`src/rtl/ram_port_arbiter.sv`:
```
// rtl/ram_port_arbiter.sv - two-requester arbiter owning one single-port synchronous RAM port
//
// Purpose: port 0 and port 1 each issue one read or write at a time over a
// req/ack handshake. The arbiter picks a winner, drives the registered RAM
// address/data/write-enable, captures the RAM read word and pulses ack for the
// winner. Each transaction takes three edges: IDLE -> ACCESS -> RESP -> IDLE.
//
// Ports:
//   clk, rst          clock (rising edge), asynchronous active-high reset
//   req0/we0/a0/d0    port 0 request, write select, address, write data
//   ack0/q0           port 0 one-cycle completion pulse, read data (held)
//   req1/we1/a1/d1    port 1 request, write select, address, write data
//   ack1/q1           port 1 one-cycle completion pulse, read data (held)
//   ram_a/ram_d/ram_we registered RAM address, write data, write enable
//   ram_q             RAM read data, valid one edge after the address is sampled
//   busy              high whenever the FSM is not in IDLE
//
// Build option: RAM_PORT_ARBITER_FIXED_PRI_EN selects fixed priority (port 0
// wins ties, port 1 can starve). Undefined: round-robin via the last pointer.

module ram_port_arbiter #(
    parameter int DW = 8,
    parameter int AW = 7
) (
    input  logic          clk,
    input  logic          rst,
    input  logic          req0,
    input  logic          we0,
    input  logic [AW-1:0] a0,
    input  logic [DW-1:0] d0,
    output logic          ack0,
    output logic [DW-1:0] q0,
    input  logic          req1,
    input  logic          we1,
    input  logic [AW-1:0] a1,
    input  logic [DW-1:0] d1,
    output logic          ack1,
    output logic [DW-1:0] q1,
    output logic [AW-1:0] ram_a,
    output logic [DW-1:0] ram_d,
    output logic          ram_we,
    input  logic [DW-1:0] ram_q,
    output logic          busy
);

    typedef enum logic [1:0] {
        IDLE   = 2'd0,
        ACCESS = 2'd1,
        RESP   = 2'd2
    } state_t;

    state_t state, state_nx;

    logic elig0, elig1, grant, gsel;
    logic win;     // port that owns the transaction in flight
    logic txn_we;  // write flag of the transaction in flight (ram_we is cleared at ACCESS)

    // A request seen during its own ack cycle is a leftover of the finished
    // transaction, not a new one.
    assign elig0 = req0 & ~ack0;
    assign elig1 = req1 & ~ack1;
    assign grant = elig0 | elig1;

`ifdef RAM_PORT_ARBITER_FIXED_PRI_EN
    assign gsel = ~elig0;
`else
    logic last;    // port granted most recently; the other port wins a tie

    assign gsel = (elig0 & elig1) ? ~last : elig1;

    always_ff @(posedge clk or posedge rst) begin
        if (rst) begin
            last <= 1'b1;
        end else if (state == IDLE && grant) begin
            last <= gsel;
        end
    end
`endif

    always_ff @(posedge clk or posedge rst) begin
        if (rst) begin
            state <= IDLE;
        end else begin
            state <= state_nx;
        end
    end

    always_comb begin
        state_nx = state;
        case (state)
            IDLE:    if (grant) state_nx = ACCESS;
            ACCESS:  state_nx = RESP;
            RESP:    state_nx = IDLE;
            default: state_nx = IDLE;
        endcase
    end

    assign busy = (state != IDLE);

    always_ff @(posedge clk or posedge rst) begin
        if (rst) begin
            ram_a  <= '0;
            ram_d  <= '0;
            ram_we <= 1'b0;
            ack0   <= 1'b0;
            ack1   <= 1'b0;
            q0     <= '0;
            q1     <= '0;
            win    <= 1'b0;
            txn_we <= 1'b0;
        end else begin
            ack0 <= 1'b0;
            ack1 <= 1'b0;
            case (state)
                IDLE: begin
                    if (grant) begin
                        ram_a  <= gsel ? a1 : a0;
                        ram_d  <= gsel ? d1 : d0;
                        ram_we <= gsel ? we1 : we0;
                        txn_we <= gsel ? we1 : we0;
                        win    <= gsel;
                    end else begin
                        ram_we <= 1'b0;
                    end
                end
                ACCESS: begin
                    ram_we <= 1'b0;
                end
                RESP: begin
                    if (!txn_we) begin
                        if (win) q1 <= ram_q;
                        else     q0 <= ram_q;
                    end
                    if (win) ack1 <= 1'b1;
                    else     ack0 <= 1'b1;
                end
                default: begin
                    ram_we <= 1'b0;
                end
            endcase
        end
    end

endmodule
```
`config.mk`:
```
export PLATFORM = sky130hd
export DESIGN_NAME = ram_port_arbiter
export DESIGN_NICKNAME = d
export VERILOG_FILES = /design/src/rtl/ram_port_arbiter.sv
export SDC_FILE = /design/constraint.sdc
export NUM_CORES = 1
export LEC_CHECK = 0
export ABC_AREA = 1
export BUFFER_PORTS_ARGS = -buffer_cell sky130_fd_sc_hd__buf_2
export CAP_MARGIN = 5
export CELL_PAD_IN_SITES_DETAIL_PLACEMENT = 1
export CELL_PAD_IN_SITES_GLOBAL_PLACEMENT = 1
export CORE_MARGIN = 1
export CORE_UTILIZATION = 31
export CTS_CLUSTER_DIAMETER = 30
export DETAILED_ROUTE_END_ITERATION = 8
export PLACE_DENSITY_LB_ADDON = 0.2
export SYNTH_ARGS = -nofsm -noshare
export SYNTH_HDL_FRONTEND = slang
export SYNTH_SLANG_ARGS = --single-unit
```
`constraint.sdc`:
```
create_clock -name clk -period 1.2 [get_ports clk]
set_clock_uncertainty 0.1 [all_clocks]
set_input_delay 0.24 -clock clk [delete_from_list [all_inputs] [get_ports clk]]
set_output_delay 0.24 -clock clk [all_outputs]
set_load 0.02 [all_outputs]
```
==> results.json <==
{
  "final_cell_mix": "buf_2, nand2_1, inv_1",
  "period_minus_slack_ns": 1.353,
  "ir_drop_uv": 1210,
  "setup_ws_ns": -0.1533,
  "clock_latency_ns": 0.30,
  "yosysWarningCount": 0,
  "r2r_cells": 7,
  "final_area_um2": 3268,
  "routed_wirelength_mm": 6.783,
  "hold_violations": 0,
  "io_buffers": 78,
  "post-route-period-util": 1.128,
  "syn_nets": 274,
  "nFillCells": 727,
  "antenna_found_initial": 0,
  "netlist_area_um2": 1937,
  "vias_per_cell": 4.500,
  "dieArea_um2": 6568,
  "dp_hpwl_mm": 3.805,
  "yosysSeqAreaShare": 0.5045,
  "fp-row-count": 28,
  "grt_pass1_vias": 1800,
  "startpoint_type": "flip-flop",
  "final_common_cell": "buf_2",
  "violations": "negative setup slack",
  "cts_tree": "built",
  "clock.fmax_mhz": 738.9,
  "overflow": 0,
  "numCtsBuffers": 5,
  "tightest_slew_ns": 0.3338,
  "cp.required_ns": 1.33,
  "die_w_um": 81.05,
  "areaGrowthSynthToFinish_pct": 68.73,
  "final_util": 0.5455,
  "grt_pass1_wl_mm": 8.645,
  "drive_above_1_share": 0.5731,
  "rsz0062_at_grt": "true",
  "start_util": 0.3233,
  "io_pins": 79,
  "holdCritPathClass": "in -> reg",
  "crit_fanout": 8,
  "htreeDepth": 2,
  "core_um2": 5991,
  "yosysUniqueCellTypes": 20,
  "ys_ff_latch": 39,
  "clk_pin_slew_ns": 0.09,
  "wire_per_inst_um": 16.00,
  "cp-end-kind": "flip-flop",
  "cap_violations": 0,
  "cts_sinks": 39,
  "postRouteAntennaNets": 0,
  "finalSetupViolCount": 44,
  "dieHeight_um": 81.05,
  "initialDrtViolationCount": 62,
  "power_uw": 9019,
  "grtUsageTotal": 0.1743,
  "power_density_nw_per_um2": 2760,
  "relSlewSlack": 0.7770,
  "diodes": 0,
  "place.gp.congestion": 0.7548,
  "criticalPathCategory": "reg -> reg",
  "grt_max_degree": 18,
  "nets": 392,
  "cts_buffer_depth": 2,
  "cts_root_buf": "clkbuf_8",
  "dr.pass1.iters": 4,
  "num_vias": 1908,
  "status": "complete, but fails checks",
  "drcViolationCount": 0,
  "whs_path_depth": 3,
  "postSynthCellCount": 230,
  "placed_cell_area_um2": 2459,
  "slew_viol_final": 0,
  "whs_ns": 0.1220,
  "seqCellArea_um2": 980.9,
  "post_synth.cell_area_avg_um2": 8.421,
  "power.leakage_uw": 0.001752,
  "worstPathArrival_ns": 1.48,
  "multi_input_area_um2": 973.4
}
==> per-stage QoR <==
step,setup slack [ns],cells,TNS (ns)
after floorplan,-0.07806,230,-0.7637
after global placement,-0.08323,386,-1.012
after detailed placement,-0.1115,386,-1.620
after CTS,-0.1522,404,-2.649
after global routing,-0.1975,424,-6.815
final,-0.1533,424,-4.732
==> critical path, cell delays in order, from the launching register on <==
cell	delay [ns]
dfrtp_2	0.47
inv_2	0.07
nand2_2	0.06
a21oi_4	0.14
buf_12	0.15
buf_8	0.14
nand3_2	0.08
nand2_1	0.08
==> flip-flops by register name, summed over array words and instances (netlist names), 2 cells and up <==
| signal | count |
|---|---|
| ram_d | 8 |
| q0 | 8 |
| ram_a | 7 |
| state | 2 |
| q1 | 8 |
==> final cells by class <==
cell class | count | share of cell area
Sequential cell | 39 | 0.3002
Clock buffer | 6 | 0.02221
Tap cell | 75 | 0.02871
Multi-Input combinational cell | 137 | 0.2979
Clock inverter | 2 | 0.003828
Timing Repair Buffer | 114 | 0.2837
Timing Repair inverter | 1 | 0.001914
Inverter | 50 | 0.06164
==> cell usage after synthesis (all sizes together) <==
master,n,area share
buf,8,0.045
inv,49,0.095
o21ai,17,0.052
a21oi,1,0.0084
nand3,33,0.11
nor2,7,0.026
nand2,75,0.16
clkinv,1,0.0019
dfstp,1,0.014
dfrtp,38,0.49
==> metal layers <==
metal / GRT usage / share of wire / up-vias
met5: 0 / 0 / -
met4: 0.05357 / 0.017 / 0
met3: 0.02697 / 0.027 / 7
met2: 0.2849 / 0.53 / 45
met1: 0.2363 / 0.43 / 925
li1: - / - / 931
==> power breakdown <==
group          switching, uW  internal, uW  total [uW]  leakage [uW]
combinational           2950          2580        5530       0.00124
sequential               591          1990        2580      0.000473
clock                    503           407         910     0.0000412
==> logic make-up after synthesis <==
| family | after synthesis | share of synthesized area |
|---|---|---|
| simple gates | 115 | 0.2939 |
| buf+inv | 58 | 0.1415 |
| flops | 39 | 0.5045 |
| compound gates | 18 | 0.06008 |
==> path summary, 6_finish.rpt <==
check                                startpoint              endpoint  slack, ns
setup reg to reg                 ack1$_DFF_PP0_  ram_d[6]$_DFFE_PP0P_      -0.15
min in group asynchronous                   rst       win$_DFFE_PP0P_       0.35
hold / removal                         ram_q[6]     q1[6]$_DFFE_PP0P_       0.12
hold reg to reg            ram_d[1]$_DFFE_PP0P_  ram_d[1]$_DFFE_PP0P_       0.39
max in group asynchronous                   rst  ram_d[6]$_DFFE_PP0P_       0.16
setup / recovery                 ack1$_DFF_PP0_  ram_d[6]$_DFFE_PP0P_      -0.15
==> what timing repair did <==
action / CTS / global route
gates resized for setup: 54 / 87
gates cloned: 3 / 2
buffers inserted: 6 / 18
hold buffers: 1 / 0
endpoints found under the setup margin: 40 / 66
pin swaps: 12 / 14
hold endpoints to repair: 9 / 0
(Power assumes the default switching activity.)
